==> src/rtl/melody_pkg.sv <==
// Shared definitions for the melody sequencer: FSM state encoding,
// special note codes and the datapath widths used across the block.
package melody_pkg;

    localparam int FREQ_W   = 28;  // half-period and duration width
    localparam int ROM_DW   = 16;  // note ROM word width
    localparam int NOTE_W   = 8;   // note code field width
    localparam int DUR_W    = 4;   // duration code field width
    localparam int NOTE_MAX = 48;  // highest pitched code (B6)

    localparam logic [NOTE_W-1:0] NOTE_REST = 8'd0;
    localparam logic [NOTE_W-1:0] NOTE_END  = 8'd255;

    typedef enum logic [2:0] {
        ST_IDLE   = 3'd0,
        ST_FETCH  = 3'd1,
        ST_DECODE = 3'd2,
        ST_NOTE   = 3'd3,
        ST_GAP    = 3'd4
    } state_e;

endpackage

==> src/rtl/note_lut.sv <==
// Note code to half-period lookup. Codes 1..48 run chromatically from C3
// to B6; every other code returns 0 and is reported as not pitched.
// The table is built at elaboration, so only constants reach the netlist.
module note_lut
    import melody_pkg::*;
#(
    parameter int unsigned CLK_HZ = 50_000_000
) (
    input  logic [NOTE_W-1:0] note_code_i,
    output logic [FREQ_W-1:0] half_period_o,
    output logic              pitched_o
);

    // Equal temperament around A4 = 440 Hz (code 22), rounded to nearest cycle.
    function automatic logic [FREQ_W-1:0] calc_half_period(input int code);
        real freq_hz;
        real half_cycles;
        freq_hz     = 440.0 * (2.0 ** ((real'(code) - 22.0) / 12.0));
        half_cycles = real'(CLK_HZ) / (2.0 * freq_hz);
        return FREQ_W'($rtoi(half_cycles + 0.5));
    endfunction

    logic [FREQ_W-1:0] table_w [64];

    for (genvar g = 0; g < 64; g++) begin : g_table
        localparam logic [FREQ_W-1:0] HALF =
            (g >= 1 && g <= NOTE_MAX) ? calc_half_period(g) : '0;
        assign table_w[g] = HALF;
    end

    // Rests and unmapped codes are silent with a zero half-period.
    always_comb begin
        pitched_o     = (note_code_i != NOTE_REST) && (note_code_i <= NOTE_W'(NOTE_MAX));
        half_period_o = pitched_o ? table_w[note_code_i[5:0]] : '0;
    end

endmodule

==> src/rtl/melody_sequencer.sv <==
// Melody sequencer: walks a note ROM, drives the external clock divider
// (Freq_out/Tone_en) and note timer (Temp_out/Disparo), and inserts a
// fixed silent gap after each note. Ends at the end marker or at the last
// ROM address, optionally looping back to the start.
module melody_sequencer
    import melody_pkg::*;
#(
    parameter int unsigned CLK_HZ     = 50_000_000,
    parameter int unsigned TEMPO_BPM  = 120,
    parameter int unsigned GAP_CYCLES = 500_000,
    parameter int unsigned ROM_AW     = 7,
    parameter bit          LOOP       = 1'b0
) (
    input  logic              Clk,
    input  logic              Reset_n,
    input  logic              Play,
    input  logic              Stop,
    output logic [ROM_AW-1:0] Rom_addr,
    input  logic [ROM_DW-1:0] Rom_data,
    output logic [FREQ_W-1:0] Freq_out,
    output logic              Tone_en,
    output logic [FREQ_W-1:0] Temp_out,
    output logic              Disparo,
    input  logic              Duracao,
    output logic              Busy,
    output logic              Done
);

    // One sixteenth note in clock cycles; 64-bit math keeps CLK_HZ*60 from overflowing.
    localparam logic [63:0] SIXTEENTH_64 =
        (64'(CLK_HZ) * 64'd60) / (64'(TEMPO_BPM) * 64'd4);
    localparam logic [FREQ_W-1:0] SIXTEENTH = SIXTEENTH_64[FREQ_W-1:0];

    localparam int unsigned GAP_W = (GAP_CYCLES > 1) ? $clog2(GAP_CYCLES) : 1;
    localparam logic [GAP_W-1:0] GAP_LOAD = GAP_W'(GAP_CYCLES - 1);
    localparam logic [ROM_AW-1:0] ADDR_LAST = '1;

    state_e            state_q,    state_d;
    logic [ROM_AW-1:0] rom_addr_q, rom_addr_d;
    logic [FREQ_W-1:0] freq_q,     freq_d;
    logic [FREQ_W-1:0] temp_q,     temp_d;
    logic              tone_q,     tone_d;
    logic              disparo_q,  disparo_d;
    logic              done_q,     done_d;
    logic [GAP_W-1:0]  gap_q,      gap_d;

    logic [FREQ_W-1:0] lut_half;
    logic              lut_pitched;
    logic              song_end;
    logic [NOTE_W-1:0] note_code;
    logic [DUR_W-1:0]  dur_code;
    logic              unused_rom_bits;

    assign note_code       = Rom_data[7:0];
    assign dur_code        = Rom_data[11:8];
    assign unused_rom_bits = ^Rom_data[15:12];

    note_lut #(
        .CLK_HZ(CLK_HZ)
    ) u_note_lut (
        .note_code_i  (note_code),
        .half_period_o(lut_half),
        .pitched_o    (lut_pitched)
    );

    // Next-state and output logic; Stop is applied last so it beats Play and end-of-song.
    always_comb begin
        // NOTE: every variable gets a default before the case so no path leaves it unassigned (no latch).
        state_d    = state_q;
        rom_addr_d = rom_addr_q;
        freq_d     = freq_q;
        temp_d     = temp_q;
        tone_d     = tone_q;
        disparo_d  = 1'b0;
        done_d     = 1'b0;
        gap_d      = gap_q;
        song_end   = 1'b0;

        unique case (state_q)
            ST_IDLE: begin
                if (Play) begin
                    rom_addr_d = '0;
                    state_d    = ST_FETCH;
                end
            end
            ST_FETCH: begin
                state_d = ST_DECODE;
            end
            ST_DECODE: begin
                if (note_code == NOTE_END) begin
                    song_end = 1'b1;
                end else begin
                    freq_d    = lut_half;
                    temp_d    = ({{(FREQ_W-DUR_W){1'b0}}, dur_code} + FREQ_W'(1)) * SIXTEENTH;
                    tone_d    = lut_pitched;
                    disparo_d = 1'b1;
                    state_d   = ST_NOTE;
                end
            end
            ST_NOTE: begin
                if (Duracao) begin
                    tone_d  = 1'b0;
                    gap_d   = GAP_LOAD;
                    state_d = ST_GAP;
                end
            end
            ST_GAP: begin
                if (gap_q == '0) begin
                    // The last address ends the song rather than wrapping to 0.
                    if (rom_addr_q == ADDR_LAST) begin
                        song_end = 1'b1;
                    end else begin
                        rom_addr_d = rom_addr_q + ROM_AW'(1);
                        state_d    = ST_FETCH;
                    end
                end else begin
                    gap_d = gap_q - GAP_W'(1);
                end
            end
            default: begin
                state_d = ST_IDLE;
            end
        endcase

        if (song_end) begin
            if (LOOP) begin
                rom_addr_d = '0;
                state_d    = ST_FETCH;
            end else begin
                done_d  = 1'b1;
                state_d = ST_IDLE;
            end
        end

        if (Stop) begin
            state_d    = ST_IDLE;
            rom_addr_d = '0;
            tone_d     = 1'b0;
            disparo_d  = 1'b0;
            done_d     = 1'b0;
            gap_d      = '0;
        end
    end

    // State and output registers; all clear asynchronously so the buzzer drops at once.
    always_ff @(posedge Clk or negedge Reset_n) begin
        if (!Reset_n) begin
            state_q    <= ST_IDLE;
            rom_addr_q <= '0;
            freq_q     <= '0;
            temp_q     <= '0;
            tone_q     <= 1'b0;
            disparo_q  <= 1'b0;
            done_q     <= 1'b0;
            gap_q      <= '0;
        end else begin
            // NOTE: non-blocking so every register samples the pre-edge values from always_comb.
            state_q    <= state_d;
            rom_addr_q <= rom_addr_d;
            freq_q     <= freq_d;
            temp_q     <= temp_d;
            tone_q     <= tone_d;
            disparo_q  <= disparo_d;
            done_q     <= done_d;
            gap_q      <= gap_d;
        end
    end

    assign Rom_addr = rom_addr_q;
    assign Freq_out = freq_q;
    assign Temp_out = temp_q;
    assign Tone_en  = tone_q;
    assign Disparo  = disparo_q;
    assign Done     = done_q;
    assign Busy     = (state_q != ST_IDLE);

endmodule
==> config.mk <==
export PLATFORM = sky130hd
export DESIGN_NAME = melody_sequencer
export DESIGN_NICKNAME = d
export VERILOG_FILES = /design/src/rtl/melody_pkg.sv /design/src/rtl/note_lut.sv /design/src/rtl/melody_sequencer.sv
export SDC_FILE = /design/constraint.sdc
export NUM_CORES = 1
export LEC_CHECK = 0
export BUFFER_PORTS_ARGS = -buffer_cell sky130_fd_sc_hd__buf_2
export CELL_PAD_IN_SITES_DETAIL_PLACEMENT = 0
export CELL_PAD_IN_SITES_GLOBAL_PLACEMENT = 1
export CORE_ASPECT_RATIO = 0.5
export CORE_MARGIN = 5
export CORE_UTILIZATION = 45
export CTS_CLUSTER_DIAMETER = 80
export CTS_CLUSTER_SIZE = 20
export DETAILED_ROUTE_END_ITERATION = 8
export PLACE_DENSITY_LB_ADDON = 0.3
export SLEW_MARGIN = 20
export SYNTH_ARGS = -nofsm -noshare
export SYNTH_HDL_FRONTEND = slang
export SYNTH_SLANG_ARGS = --single-unit
==> constraint.sdc <==
create_clock -name Clk -period 4.95 [get_ports Clk]
set_clock_uncertainty 0.1 [all_clocks]
set_input_delay 1.485 -clock Clk [delete_from_list [all_inputs] [get_ports Clk]]
set_output_delay 1.485 -clock Clk [all_outputs]
set_load 0.02 [all_outputs]
==> metrics.cfg, run 1 <==
[power_and_ir_drop]
leakagePower_nw=3.51
power_density_nw_per_um2=462
ir_drop_mv=0.187

[worst_setup_path]
start_kind=primary input
r2r-end=gap_q[15]
crit_type=primary input to register
end_kind=register
worstRegToRegCells=6
cp_max_fo=4
worstPathRequired_ps=5060
cp.arrival_ps=4940
r2r_setup_slack_ps=2230
r2r_start=gap_q[10]

[cells_and_area]
layout-area-overhead-vs-synth_pct=20.9
antenna_cells=0
fillers=1267
nets=899
drive_gt1_share_pct=22.6
final_util_pct=54.8

[clocking]
cts_sinks=73
clk_pin_slew_ps=60
root_buffer=clkbuf_16
cts_hold_buf=0
clk_path_buf_depth=2
numCtsBuffers=9
cts_tree=yes
insertion_delay_ps=330
h-tree-depth=3

[worst_hold_path]
worstHoldPathType=register to register
holdPathStages=2
min_to=Freq_out[1]
min_from=Freq_out[1]

[floorplan]
coreArea_sq_um=13400
num_rows=30
die_x_microns=174
initial_utilization_pct=45.4
io_pins=88
die_h_microns=92.2
die_area_sq_um=16100

[global_routing]
overflow=0
grt_util_all_layers_pct=20.3
grt_max_degree=74
grt_pass1_vias=5317
grt_pass1_wl_mm=27.0
grt_antenna_before_repair=0

[synth]
synth_cells=718
syn_area_sq_um=6080
synth_area_leader_cell=dfrtp_1
ys_ff_latch=73
synth.top_cell.area_share_pct=30.1
ys_types=75
avgSynthCellArea_sq_um=8.47
synth-warning-count=0
ys_seq_area_share_pct=30.1
synth-async-reset-ratio_pct=100
synth_area_leaders=dfrtp_1, ha_1, fa_1
synth-edff-count=0
ys.flop_type=dfrtp_1

[placed_design]
place.port_buffers=69
dp_hpwl_mm=11.7
place_congestion=0.944
post-place-ws_ps=-353

[routing]
ant_nets=0
drtPass1Iterations=5
drc=0
post_drt_wl_per_cell_microns=16.0
wl_mm=15.9
dr.first_iter.drc_count=463
num_vias=5561
avgViaCountPerCell=5.59

[timing]
slew_headroom_pct=52.4
fin_setup_tns_ps=0
max_freq_mhz=207
slew_viol_final=0
setup_viol=0
worst_pin_slew_ps=713
setup_ws_ps=119
finalHoldViolCount=0
fin_crit_ps=4830
period_share_pct=97.6

[run]
drv_cap=0

[run_status]
status=finished clean

## placed cells by master (no fill, tap or decap), drive strengths merged, types with 5 or more instances in the layout
| master | n |
|---|---|
| buf | 134 |
| dfrtp | 73 |
| nand2 | 69 |
| nor2 | 67 |
| o21ai | 58 |
| ha | 47 |
| a21oi | 43 |
| inv | 43 |
| nand3 | 19 |
| fa | 16 |
| conb | 14 |
| nor3 | 14 |
| a211oi | 13 |
| o31ai | 12 |
| a31oi | 11 |
| nand2b | 11 |
| clkbuf | 11 |
| xor2 | 10 |
| xnor2 | 9 |
| a311oi | 9 |
| a22o | 8 |
| and3 | 8 |
| o211ai | 7 |
| a21o | 7 |
| or3 | 7 |
| nor4 | 6 |
| mux2i | 6 |
| o22ai | 6 |
| nor3b | 6 |
| nand4 | 5 |
## how the worst max path moves through the flow
stage	from	end	slack, ps
6_report	Rom_data[8]	Temp_out[24]	120
5_1_grt	Rom_data[8]	Temp_out[26]	-3
4_1_cts	Rom_data[9]	Temp_out[26]	20
3_5_place_dp	Rom_data[8]	Temp_out[24]	-350
3_3_place_gp	Rom_data[8]	Temp_out[26]	-310
2_1_floorplan	Rom_data[8]	Temp_out[24]	-80
## synth_stat cells, drive strengths merged, types with 8 or more instances
cell type  instances
dfrtp             73
nand2             69
nor2              67
o21ai             58
ha                47
a21oi             43
inv               42
clkbuf            40
buf               21
nand3             19
fa                16
nor3              14
a211oi            13
o31ai             12
a31oi             11
nand2b            11
xor2              10
a311oi             9
xnor2              9
a22o               8
and3               8
## flip-flops by register name, indices dropped and copies added (netlist names)
signal    cells
gap_q        19
Rom_addr      7
Disparo       1
Tone_en       1
state_q       3
Freq_out     18
Done          1
Temp_out     23
## layer usage
metal / part of all wire [%] / global-route usage, %
met3: 3.7 / 3.34
met1: 48 / 28.4
met2: 47 / 33.2
met4: 1.1 / 4.61
met5: 0 / 0
## cell type report
type	instances	area [sq um]	share of cell area, %
Multi-Input combinational cell	555	3960	53.9
Timing Repair Buffer	134	861	11.7
Sequential cell	73	1830	24.9
Tap cell	176	220	3.00
Clock inverter	4	76.3	1.04
Inverter	42	158	2.15
Clock buffer	11	243	3.30
## stage by stage
| step | area, sq um | power, mW | hold WS, ps | instances |
|---|---|---|---|---|
| global route | 7350 | 3.67 | 403 | 995 |
| CTS | 7270 | 3.38 | 375 | 993 |
| detailed placement | 6950 | 2.66 | 360 | 978 |
| floorplan | 6230 | 2.05 | 339 | 731 |
| global placement | 6950 | 2.64 | 355 | 978 |
| finish | 7350 | 3.39 | 376 | 995 |
## where the power goes
part | total [mW] | switching [mW] | internal (mW)
combinational | 1.80 | 1.01 | 0.794
clock | 0.703 | 0.249 | 0.454
sequential | 0.891 | 0.127 | 0.764
total | 3.39 | 1.38 | 2.01
## worst max-delay path, cell delays in order
cell and delay [ps]:
buf_6 110, ha_4 180, xor2_4 180, fa_2 560, inv_2 40, fa_1 480
inv_2 50, fa_1 520, ha_4 230, a21oi_4 130, nand2_1 60, a211o_1 300
o41ai_2 340, xor2_1 180, o21ai_1 80
## cells by family after synthesis
kind of cell    share of synthesized area (%)
simple gates                             19.1
compound gates                           23.1
buf+inv                                  7.86
flops                                    30.1
fa+ha+maj                                14.9
xor+xnor                                 2.74
mux                                      2.10
other cells                            0.0617
## repair_timing
| action | in CTS | in global routing |
|---|---|---|
| setup buffers | 0 | 1 |
| endpoints found under the setup margin | 2 | 7 |
| gates cloned | 0 | 0 |
| pin swaps | 1 | 2 |
| hold endpoints to repair | 0 | 0 |
| gates resized for setup | 1 | 13 |
Note: power is estimated with default switching activity, not from simulation.
==> run 2, diff against run 1 <==
Settings changed: GPL_TIMING_DRIVEN set to 0.
==> metrics.cfg, run 2 (same netlist as run 1, synthesis figures left out) <==
[worst_setup_path]
worstRegToRegCells=7  ; +1
cpLargestDelayFamily=adder cells
cp_slowest_cell=fa_2
slowest_delay_ps=580  ; +20 ps
worstPathRequired_ps=5080  ; +20 ps
end_kind=register
crit_type=primary input to register
path_depth=15  ; unchanged
path_cells=buf_16 > ha_4 > and3_4 > fa_2 > inv_2 > fa_1 > inv_2 > fa_1 > ha_4 > nand3_2 > nor2_2 > a21boi_4 > o21bai_2 > and3_1 > o31ai_1
cp.arrival_ps=4990  ; +50 ps
cp_max_fo=5  ; +1
crit_buf_inv=3  ; unchanged
start_kind=primary input
r2r_setup_slack_ps=2340  ; +110 ps

[power_and_ir_drop]
leakagePower_nw=3.42  ; -2.5%
p_int_mw=1.84  ; -8.6%
power_frac_seq_pct=26.9  ; +0.6 points
combinationalPowerShare_pct=52.9  ; about the same
p_sw_share_pct=43.6  ; +2.9 points
ir_drop_mv=0.203  ; +9.1%
switchingPower_mw=1.42  ; +2.8%
clkPwrFrac_pct=20.2  ; -0.5 points
p_total_mw=3.26  ; -4.0%
power_density_nw_per_um2=442  ; -4.2%

[placed_design]
place_inst=976  ; -0.20%
place.port_buffers=68  ; -1.4%
place_congestion=0.995  ; +5.4%
placed_area_sq_um=6820  ; -1.9%
dp_hpwl_mm=13.7  ; +17%

[floorplan]
io_pins=88  ; unchanged
die_x_microns=174  ; unchanged
initial_utilization_pct=45.4  ; unchanged
die_h_microns=92.2  ; unchanged
die_area_sq_um=16100  ; unchanged
coreArea_sq_um=13400  ; unchanged
num_rows=30  ; unchanged

[global_routing]
grt_pass1_vias=5757  ; +8.3%
grt_util_met3_pct=4.41  ; +1.1 points
grt_max_degree=48  ; -35%
overflow=0  ; unchanged
grt_util_all_layers_pct=23.0  ; +2.7 points
gr-usage-met1_pct=29.7  ; +1.3 points
grt_pass1_wl_mm=30.0  ; +11%
grt_util_met2_pct=38.9  ; +5.8 points
grt-busiest-layer=met2
grt_antenna_before_repair=0  ; unchanged

[run]
drv_cap=0  ; unchanged

[timing]
period_share_pct=98.1  ; +0.47 points
slew_viol_final=0  ; unchanged
timing.hold.ws_ps=377  ; +0.462 ps
finalHoldViolCount=0  ; unchanged
max_freq_mhz=206  ; -0.48%
slew_headroom_pct=57.4  ; +5.0 points
worst_pin_slew_ps=639  ; -73.5 ps
fin_crit_ps=4850  ; +23.3 ps
setup_viol=0  ; unchanged

[routing]
wl_mm=18.8  ; +18%
num_vias=5852  ; +5.2%
ant_nets=0  ; unchanged
avgViaCountPerCell=5.82  ; +4.2%
drc=0  ; unchanged
dr.first_iter.drc_count=567  ; +22%
drtPass1Iterations=5  ; unchanged
post_drt_wl_per_cell_microns=18.7  ; +17%

[worst_hold_path]
worstHoldPathType=register to register
holdPathStages=2  ; unchanged

[cells_and_area]
largest_register_ffs=23  ; unchanged
final_cell_mix=dfrtp_1, nand2_1, nor2_1
layout-area-overhead-vs-synth_pct=21.2
nets=908  ; +1.0%
drive_gt1_share_pct=19.4  ; -3.2 points
instances_no_fill=1005  ; +1.0%
stdcell_area_sq_um=7370  ; +0.24%
final_util_pct=55.0  ; +0.13 points
final_common_cell=dfrtp_1
antenna_cells=0  ; unchanged

[clocking]
h-tree-depth=3  ; unchanged
root_buffer=clkbuf_16
clk_pin_slew_ps=50  ; about the same
cts_tree=yes
cts_sinks=73  ; unchanged
numCtsBuffers=9  ; unchanged
insertion_delay_ps=340  ; about the same
clk_path_buf_depth=2  ; unchanged

[run_status]
status=finished clean

[run 2: cell count changes in the layout (fill, tap and decap cells not counted), moves of 3 or more]
cell / change
ha_4: +3
clkbuf_1: +38
buf_1: +3
ha_1: -3
buf_4: -34
[run 2: what timing repair did]
action                                 CTS  global route
hold buffers                             0             0
endpoints found under the hold margin    0             0
gates cloned                             0             1
gates resized for setup                 12            17
setup endpoints to repair               10             7
setup buffers                            1            11
pin swaps                                4             8
[run 2: worst paths after layout]
path | from | end
min reg2reg | Temp_out[7] | Temp_out[7]
min | Temp_out[7] | Temp_out[7]
max reg2reg | gap_q[11] | Rom_addr[1]
min in group asynchronous | Reset_n | Rom_addr[2]
max | Rom_data[8] | Temp_out[26]
max in group asynchronous | Reset_n | Temp_out[6]
[run 2: tightest hold or removal path: stages (launching register included)]
cell	delay, ps
dfrtp_1	330
nand2_1	40
o21ai_0	60
[run 2: stage by stage]
step	setup WS (ps)	setup TNS (ps)
final	96.0	0
after global routing	-15.8	-24.8
after CTS	42.4	0
after detailed placement	-736	-6620
after global placement	-759	-6360
after floorplan	-79.1	-79.1
[run 2: metal layers]
layer / wire, microns / vias to the layer above
met4: 382 / 0
li1: - / 2769
met5: 0 / -
met2: 9060 / 225
met3: 968 / 36
met1: 8350 / 2822
[run 2: area by class of cell]
| class | instances | area [sq um] |
|---|---|---|
| sequential | 73 | 1830 |
| multi-input combinational | 555 | 4020 |
| inverter | 42 | 161 |
| timing repair buffer | 82 | 517 |
| tap | 176 | 220 |
| fill | 1212 | 6030 |
| buffer | 61 | 320 |
| clock buffer | 10 | 229 |
| clock inverter | 6 | 67.6 |
[run 2: power groups by stage]
stage	logic [mW]	registers (mW)	clock network, mW
6_report	1.72	0.877	0.660
5_1_grt	1.90	0.897	0.698
4_1_cts	1.64	0.877	0.673
3_5_place_dp	1.61	0.884	0
3_3_place_gp	1.60	0.881	0
2_1_floorplan	1.02	1.03	0
